[config.mk]
export PLATFORM = sky130hd
export DESIGN_NAME = my_xor_flat
export DESIGN_NICKNAME = d
export VERILOG_FILES = /design/src/rtl/my_xor_pkg.sv /design/src/rtl/my_xor_if.sv /design/src/rtl/my_xor_popcount.sv /design/src/rtl/my_xor.sv /design/src/flat_wrapper.sv
export SDC_FILE = /design/constraint.sdc
export NUM_CORES = 1
export LEC_CHECK = 0
export CORE_UTILIZATION = 54
export CTS_CLUSTER_SIZE = 24
export DETAILED_ROUTE_END_ITERATION = 10
export DONT_BUFFER_PORTS = 1
export PLACE_DENSITY = 0.72
export SLEW_MARGIN = 10
export SYNTH_ARGS = -nofsm -noshare
export SYNTH_HDL_FRONTEND = slang
export SYNTH_SLANG_ARGS = --single-unit
[constraint.sdc]
create_clock -name clk -period 1.61 [get_ports clk]
set_clock_uncertainty 0.2 [all_clocks]
set_input_delay 0.0805 -clock clk [delete_from_list [all_inputs] [get_ports clk]]
set_output_delay 0.0805 -clock clk [all_outputs]
set_load 0.005 [all_outputs]
[src/rtl/my_xor_pkg.sv]
// Shared constants and helpers for the my_xor compare/diff element.
package my_xor_pkg;

   // Default width of the differing-bit accumulator.
   localparam int CNT_W_DEF = 16;

   // Bits needed to hold a population count of a w-bit vector (0..w).
   function automatic int pc_width(input int w);
      return $clog2(w + 1);
   endfunction

endpackage

[src/rtl/my_xor_if.sv]
// Operand/result bundle for my_xor. The master drives operands, the slave
// (the XOR unit) returns the diff, its parity and the running diff count.
interface my_xor_if #(
   parameter int WIDTH = 1,
   parameter int CNT_W = 16
);
   logic [WIDTH-1:0] a;
   logic [WIDTH-1:0] b;
   logic             in_valid;
   logic             clr_cnt;
   logic [WIDTH-1:0] out;
   logic             parity;
   logic             out_valid;
   logic [CNT_W-1:0] diff_count;

   modport master (
      output a, b, in_valid, clr_cnt,
      input  out, parity, out_valid, diff_count
   );

   modport slave (
      input  a, b, in_valid, clr_cnt,
      output out, parity, out_valid, diff_count
   );
endinterface

[src/rtl/my_xor_popcount.sv]
// Combinational population count of a^b; feeds the diff accumulator.
module my_xor_popcount
   import my_xor_pkg::*;
#(
   parameter int WIDTH = 1,
   parameter int PCW   = pc_width(WIDTH)
) (
   input  logic [WIDTH-1:0] i_a,
   input  logic [WIDTH-1:0] i_b,
   output logic [PCW-1:0]   o_cnt
);

   logic [WIDTH-1:0] w_x;

   assign w_x = i_a ^ i_b;

   // Sum the set bits of the difference vector.
   always_comb begin
      o_cnt = '0;
      for (int i = 0; i < WIDTH; i++) begin
         o_cnt = o_cnt + PCW'(w_x[i]);
      end
   end

endmodule

[src/rtl/my_xor.sv]
// Bitwise XOR unit with optional output register, valid handshake, parity
// of the difference and a saturating count of differing bits.
// WIDTH/CNT_W must match the parameters of the connected my_xor_if.
module my_xor
   import my_xor_pkg::*;
#(
   parameter int WIDTH      = 1,
   parameter int CNT_W      = CNT_W_DEF,
   parameter int REGISTERED = 1
) (
   input  logic     clk,
   input  logic     rst,
   my_xor_if.slave  bus
);

   localparam int PCW   = pc_width(WIDTH);
   // Sum is wide enough for either operand plus a carry, so the
   // saturation compare never sees a wrapped value.
   localparam int SUM_W = ((CNT_W > PCW) ? CNT_W : PCW) + 1;
   localparam logic [CNT_W-1:0] CNT_MAX = '1;

   logic [WIDTH-1:0] w_x;
   logic             w_par;
   logic [PCW-1:0]   w_pc;
   logic [SUM_W-1:0] w_sum;
   logic [CNT_W-1:0] r_cnt;

   assign w_x   = bus.a ^ bus.b;
   assign w_par = ^w_x;

   my_xor_popcount #(
      .WIDTH (WIDTH),
      .PCW   (PCW)
   ) u_popcount (
      .i_a   (bus.a),
      .i_b   (bus.b),
      .o_cnt (w_pc)
   );

   assign w_sum = SUM_W'(r_cnt) + SUM_W'(w_pc);

   // Accumulate differing bits; clear beats an accepted input, saturate at max.
   always_ff @(posedge clk or posedge rst) begin
      if (rst) begin
         r_cnt <= '0;
      end else if (bus.clr_cnt) begin
         r_cnt <= '0;
      end else if (bus.in_valid) begin
         r_cnt <= (w_sum > SUM_W'(CNT_MAX)) ? CNT_MAX : CNT_W'(w_sum);
      end
   end

   assign bus.diff_count = r_cnt;

   if (REGISTERED != 0) begin : g_reg
      logic [WIDTH-1:0] r_out;
      logic             r_par;
      logic             r_vld;

      // Capture result on accepted input, hold otherwise; valid tracks input.
      always_ff @(posedge clk or posedge rst) begin
         if (rst) begin
            r_out <= '0;
            r_par <= 1'b0;
            r_vld <= 1'b0;
         end else begin
            r_vld <= bus.in_valid;
            if (bus.in_valid) begin
               r_out <= w_x;
               r_par <= w_par;
            end
         end
      end

      assign bus.out       = r_out;
      assign bus.parity    = r_par;
      assign bus.out_valid = r_vld;
   end else begin : g_comb
      // Zero-latency path: result and valid follow the inputs directly.
      assign bus.out       = w_x;
      assign bus.parity    = w_par;
      assign bus.out_valid = bus.in_valid;
   end

endmodule

[src/flat_wrapper.sv]
// flat-port wrapper written by rule: the top's interface ports become plain ports
module my_xor_flat import my_xor_pkg::*;
#(
   parameter int WIDTH      = 1,
   parameter int CNT_W      = CNT_W_DEF,
   parameter int REGISTERED = 1
)
  (clk, rst, bus_a, bus_b, bus_in_valid, bus_clr_cnt, bus_out, bus_parity, bus_out_valid, bus_diff_count);
  my_xor_if #(.WIDTH(WIDTH), .CNT_W(CNT_W)) bus_i ();
  input  logic clk;
  input  logic rst;
  input wire logic [$bits(bus_i.a)-1:0] bus_a;
  input wire logic [$bits(bus_i.b)-1:0] bus_b;
  input wire logic [$bits(bus_i.in_valid)-1:0] bus_in_valid;
  input wire logic [$bits(bus_i.clr_cnt)-1:0] bus_clr_cnt;
  output wire logic [$bits(bus_i.out)-1:0] bus_out;
  output wire logic [$bits(bus_i.parity)-1:0] bus_parity;
  output wire logic [$bits(bus_i.out_valid)-1:0] bus_out_valid;
  output wire logic [$bits(bus_i.diff_count)-1:0] bus_diff_count;
  assign bus_i.a = bus_a;
  assign bus_i.b = bus_b;
  assign bus_i.in_valid = bus_in_valid;
  assign bus_i.clr_cnt = bus_clr_cnt;
  assign bus_out = bus_i.out;
  assign bus_parity = bus_i.parity;
  assign bus_out_valid = bus_i.out_valid;
  assign bus_diff_count = bus_i.diff_count;
  my_xor #(.WIDTH(WIDTH), .CNT_W(CNT_W), .REGISTERED(REGISTERED)) u_core (.clk(clk), .rst(rst), .bus(bus_i));
endmodule
==> impl_metrics.toml, run 1 <==
[status]
status = "finished with violations"
violations = "DRC, hold timing, setup timing"

[place]
dpl.hpwl_um = 1530
place_area_um2 = 1060
io_buffers = 0
routabilityCongestion = 0.802
place_inst = 120

[worst_setup_path]
cp_max_fo = 4
reg2regPathDepth = 5
cp.required_ps = 1600
arrival_ps = 1830
r2r_setup_slack_ps = -230
cp-end-kind = "flop"
r2r-end = "u_core.bus.diff_count[9]$_DFFE_PP0P_"
critPathLaunchType = "flop"
r2r_start = "u_core.bus.diff_count[0]$_DFFE_PP0P_"
critPathKind = "flop to flop"

[die]
start_util = 0.598
rows = 14
die-area_um2 = 1900
ios = 25
die_x_um = 43.5
core_um2 = 1560
die_h_um = 43.5

[worst_hold_path]
worstHoldPathCells = 1
min-delay-start = "bus_clr_cnt"
hold_path.class = "primary input to flop"
min_to = "u_core.bus.diff_count[3]$_DFFE_PP0P_"

[synth]
syn_avg_cell_area_um2 = 10.4
synth_top_area_frac = 0.483
ys_types = 27
yosysWarnings = 0
synth_area_um2 = 932
ys_ff_latch = 18
synth_nets = 98
synthCells = 90
synth_area_leaders = "dfrtp_1, a31oi_1, a211oi_1"
synth_area_leader_cell = "dfrtp_1"
synth-seq-area-share = 0.483

[route]
first_pass_iters = 7
wl_um = 2420
viasPerCell = 6.85
antenna_left = 0
drc_errors = 4
drtIter0Drc = 23
routedWlPerCell_um = 18.2
vias = 911

[sta]
finalCritPeriodShare = 1.14
drv_slew = 0
worst-slew-pin-transition_ps = 705
rsz0062_at_grt = "true"
layout_min_cycle_time_ps = 1840
holdWs_ps = -378
relSlewSlack = 0.529
clock.fmax_mhz = 545
final_hold_viol_count = 16
fin_ws_ps = -225
setup_viol = 10

[layout]
syn_to_final_growth_pct = 37.7
drive_above_1_share = 0.419
antennaDiodeCount = 0
design_area_um2 = 1280
final_common_cell = "buf_4"
fin_cells = 133
layout.nets = 127
fillers = 93
final_cell_mix = "buf_4, dfrtp_1, a31oi_1"

[power]
power.leakage_uw = 0.000609
finalPower_uw = 757
combPwrFrac = 0.076
power.density_nw_per_um2 = 589
clockPowerShare = 0.303
ir_drop_mv = 0.608
power.internal_uw = 578
p_seq_frac = 0.621
switchingPower_uw = 179
swShare = 0.237

[clocking]
cts_buffer_depth = 2
numClockSinks = 18
cts_hold_buf = 3
cts-root-buf = "clkbuf_4"
cts_made_buffers = 3
cts.reportedPaths.clkPinSlew_ps = 100
cts_tree = "done"
htree_levels = 1
clkLatencyLatePin_ps = 300

[global_routing]
grt_pass1_vias = 876
grt_antenna_before_repair = 0
grt_util_all_layers = 0.262
grt-ovfl-total = 0
grt_max_degree = 19
grt_pass1_wl_um = 3770

[run]
max_cap_violations = 0
## per-stage QoR
step | setup TNS, ps | util | setup WS, ps
final | -1110 | 0.823 | -225
after global routing | -2080 | 0.823 | -262
after CTS | -274 | 0.753 | -69.8
after detailed placement | -372 | 0.681 | -105
after global placement | -121 | 0.681 | -54.0
after floorplan | 0 | - | 29.4
## registers in the layout (all words and copies together), names as in the netlist
name                   count
u_core.bus.diff_count     16
u_core.bus.out             1
u_core.bus.out_valid       1
## cells by family (layout without fill, tap and decap cells)
logic type,Yosys count,count (layout),synth area share
DFF,18,18,0.483
buffers and inverters,6,32,0.0322
muxes,2,2,0.0228
xor gates and xnor gates,1,1,0.00940
AOI/OAI and AO/OA,29,29,0.211
adders and majority gates,2,2,0.0268
and+or+nand+nor,32,33,0.215
## how the worst max path moves through the flow
stage | from | endpoint | slack [ps]
CTS | u_core.bus.diff_count[0]$_DFFE_PP0P_ | u_core.bus.diff_count[9]$_DFFE_PP0P_ | -70
finish | u_core.bus.diff_count[0]$_DFFE_PP0P_ | u_core.bus.diff_count[9]$_DFFE_PP0P_ | -230
detailed placement | u_core.bus.diff_count[0]$_DFFE_PP0P_ | u_core.bus.diff_count[9]$_DFFE_PP0P_ | -110
global placement | u_core.bus.diff_count[0]$_DFFE_PP0P_ | u_core.bus.diff_count[10]$_DFFE_PP0P_ | -50
floorplan | u_core.bus.diff_count[0]$_DFFE_PP0P_ | u_core.bus.diff_count[15]$_DFFE_PP0P_ | 30
global route | u_core.bus.diff_count[0]$_DFFE_PP0P_ | u_core.bus.diff_count[9]$_DFFE_PP0P_ | -260
## power by group through the flow
| stage | clock network [uW] | logic [uW] | registers (uW) |
|---|---|---|---|
| detailed placement | 0 | 43.7 | 478 |
| CTS | 224 | 54.2 | 470 |
| floorplan | 0 | 40.5 | 477 |
| finish | 229 | 57.7 | 470 |
| global placement | 0 | 43.5 | 478 |
| global route | 242 | 64.4 | 471 |
## cell usage after synthesis (all sizes together)
library cell,n
nand3,2
a31oi,9
mux2,1
ha,2
nor4,3
and3,3
dfrtp,18
mux2i,1
o21bai,6
nor3,5
inv,3
and4,2
a311oi,1
nand4,5
nand2,4
and2b,1
nor2,7
xor2,1
buf,2
a41oi,1
a211oi,7
clkbuf,1
a21oi,5
## layer usage
metal | GRT usage | wire, um | share of wire
met1 | 0.347 | 1050 | 0.43
met5 | 0 | 0 | 0
met3 | 0.0333 | 120 | 0.050
met2 | 0.439 | 1220 | 0.50
met4 | 0.0938 | 40 | 0.017
## final cells by class
cell class / instances / area [um2] / area share
clock buffer: 3 / 22.5 / 0.0175
inverter: 3 / 11.3 / 0.00877
multi-input combinational: 67 / 561 / 0.437
sequential: 18 / 450 / 0.351
tap: 16 / 20.0 / 0.0156
timing repair buffer: 26 / 219 / 0.171
## critical path, cell delays in order (launching register included)
cell and delay (ps):
dfrtp_1 400, ha_2 230, nand4_1 290, nor2_2 260, a31oi_1 120, a211oi_1 240
## timing repair
| item | in CTS | in global routing |
|---|---|---|
| endpoints found under the setup margin | 10 | 15 |
| pin swaps | 7 | 7 |
| gates resized for setup | 10 | 12 |
| buffers inserted | 1 | 5 |
| hold endpoints to repair | 36 | 16 |
| cloned | 0 | 1 |
Power figures use the tool's default switching activity.
==> inputs of run 2 (changes only) <==
--- a/config.mk
+++ b/config.mk
@@ -5,11 +5,14 @@
 export SDC_FILE = /design/constraint.sdc
 export NUM_CORES = 1
 export LEC_CHECK = 0
-export CORE_UTILIZATION = 54
+export CELL_PAD_IN_SITES_DETAIL_PLACEMENT = 0
+export CELL_PAD_IN_SITES_GLOBAL_PLACEMENT = 1
+export CORE_ASPECT_RATIO = 0.6
+export CORE_UTILIZATION = 41
 export CTS_CLUSTER_SIZE = 24
 export DETAILED_ROUTE_END_ITERATION = 10
 export DONT_BUFFER_PORTS = 1
-export PLACE_DENSITY = 0.72
+export PLACE_DENSITY_LB_ADDON = 0.1
 export SLEW_MARGIN = 10
 export SYNTH_ARGS = -nofsm -noshare
 export SYNTH_HDL_FRONTEND = slang
==> run 2 against run 1 <==
  * Maximum frequency is 3.7% higher
  * Setup slack improved by 66 ps
  * Clock power is 64% higher
  * The run ends with hold timing, setup timing left
  * Sequential cell count unchanged
  * Sequential power hardly changed
  * Worst hold slack better by 52 ps
  * Via count fell by 1.9%
  * Utilization decreased by 9.9 points
  * Global-route usage decreased by 4.1 points
  * Register-to-register slack improved by 70 ps
  * Sequential share of layout area decreased by 3.7 points
  * Critical path depth rose by 1
==> impl_metrics.toml, run 2 (synthesis gave the netlist of run 1 again) <==
[global_routing]
grt_util_all_layers = 0.221
grt-ovfl-total = 0
grt_pass1_vias = 786
grt_pass1_wl_um = 3850
grt_antenna_before_repair = 0
grt_max_degree = 19

[layout]
fin_cells = 154
largest_reg_flops = 16
final_common_cell = "buf_4"
multi_input_area_um2 = 596
final_cell_mix = "buf_4, dfrtp_1, a31oi_1"
syn_to_final_growth_pct = 54.0
drive_above_1_share = 0.500
antennaDiodeCount = 0
fillers = 140
layout.nets = 135
area.sequential_um2 = 450

[route]
viasPerCell = 5.81
wl_um = 2610
first_pass_iters = 4
vias = 894
routedWlPerCell_um = 17.0
antenna_left = 0
drc_errors = 0
drtIter0Drc = 26

[worst_setup_path]
crit_chain = "ha_2 > nand4_1 > buf_6 > nor4_4 > o21bai_1 > a31oi_1"
reg2regPathDepth = 6
slowest_delay_ps = 390
crit_path_end = "u_core.bus.diff_count[15]$_DFFE_PP0P_"
cp.required_ps = 1570
critPathKind = "flop to flop"
r2r_setup_slack_ps = -160
arrival_ps = 1730
critPathLaunchType = "flop"
r2r_start = "u_core.bus.diff_count[0]$_DFFE_PP0P_"
crit_start = "u_core.bus.diff_count[0]$_DFFE_PP0P_"
crit_slowest_cell = "dfrtp_1"
r2r-end = "u_core.bus.diff_count[15]$_DFFE_PP0P_"
cp-end-kind = "flop"
cp_max_fo = 5

[sta]
layout_min_cycle_time_ps = 1770
relSlewSlack = 0.533
clock.fmax_mhz = 565
worst-slew-pin-transition_ps = 700
fin_setup_tns_ps = -361
fin_ws_ps = -160
setup_viol = 7
holdWs_ps = -326
finalCritPeriodShare = 1.10
rsz0062_at_grt = "true"
drv_slew = 0
final_hold_viol_count = 16

[clocking]
cts.reportedPaths.clkPinSlew_ps = 70
cts_buffer_depth = 2
cts_hold_buf = 2
htree_levels = 1
cts_tree = "done"
numClockSinks = 18
clkLatencyLatePin_ps = 250
cts_made_buffers = 3
cts-root-buf = "clkbuf_8"

[place]
dpl.hpwl_um = 1630
place_inst = 142
dp_slack_ps = -140
routabilityCongestion = 0.761
io_buffers = 0

[die]
core_um2 = 1980
start_util = 0.470
die_h_um = 38.9
die_x_um = 63.6
die-area_um2 = 2470
ios = 25
rows = 12

[status]
violations = "hold timing, setup timing"
status = "finished with violations"

[power]
ir_drop_mv = 0.511
power.leakage_uw = 0.000693
power.density_nw_per_um2 = 632
finalPower_uw = 907

[worst_hold_path]
hold_path.class = "primary input to flop"

[run]
max_cap_violations = 0
[run 2: changes by cell type in the layout (fill, tap and decap cells not counted), moves of 2 or more]
cell,change
nor3_4,-2
clkbuf_4,-3
nor3_2,+2
nor2_4,+2
nor2_2,-2
clkbuf_8,+4
buf_4,+9
nor4_2,-2
nor4_4,+2
[run 2: worst min-delay path by stage]
stage | start | to | cells past startpoint
after global routing | bus_clr_cnt | u_core.bus.diff_count[9]$_DFFE_PP0P_ | 1
after global placement | bus_in_valid | u_core.bus.out_valid$_DFF_PP0_ | 0
after detailed placement | bus_in_valid | u_core.bus.out_valid$_DFF_PP0_ | 0
final | bus_clr_cnt | u_core.bus.diff_count[4]$_DFFE_PP0P_ | 1
after CTS | bus_clr_cnt | u_core.bus.diff_count[14]$_DFFE_PP0P_ | 1
after floorplan | rst | u_core.bus.diff_count[0]$_DFFE_PP0P_ | 1
[run 2: worst max-delay path, delay by kind of cell, from the launching register on]
kind | cells | cell delay (ps)
flops | 1 | 390
simple gates | 2 | 390
compound gates | 2 | 310
buf+inv | 1 | 190
fa+ha+maj | 1 | 200
[run 2: what timing repair did]
action                     CTS  global route
setup buffers                3             4
gates resized for setup      5            26
pin swaps                    7             8
hold endpoints to repair    36            16
setup endpoints to repair   13            15
[run 2: per-layer routing]
layer / global-route usage / part of all wire / vias up
li1: - / - / 428
met1: 0.326 / 0.50 / 436
met2: 0.303 / 0.44 / 26
met3: 0.0735 / 0.049 / 4
met4: 0.0511 / 0.013 / 0
met5: 0 / 0 / -
[run 2: final cells by class]
class                      count  share of cell area
clock buffer                   4              0.0384
inverter                       3             0.00785
multi-input combinational     66               0.415
sequential                    18               0.314
tap                           28              0.0244
timing repair buffer          35               0.201
[run 2: where the power goes]
| part | switching (uW) | internal, uW | leakage (uW) | total (uW) |
|---|---|---|---|---|
| clock | 158 | 217 | 0.0000288 | 375 |
| combinational | 28.9 | 33.3 | 0.000418 | 62.2 |
| sequential | 8.89 | 461 | 0.000246 | 470 |
[run 2: per-stage QoR]
step / cell area [um2] / utilization / hold slack, ps
5_1_grt: 1440 / 0.724 / -334
4_1_cts: 1270 / 0.641 / -321
6_report: 1440 / 0.724 / -326
2_1_floorplan: 932 / - / -181
3_3_place_gp: 1150 / 0.581 / -87.5
3_5_place_dp: 1150 / 0.581 / -87.5
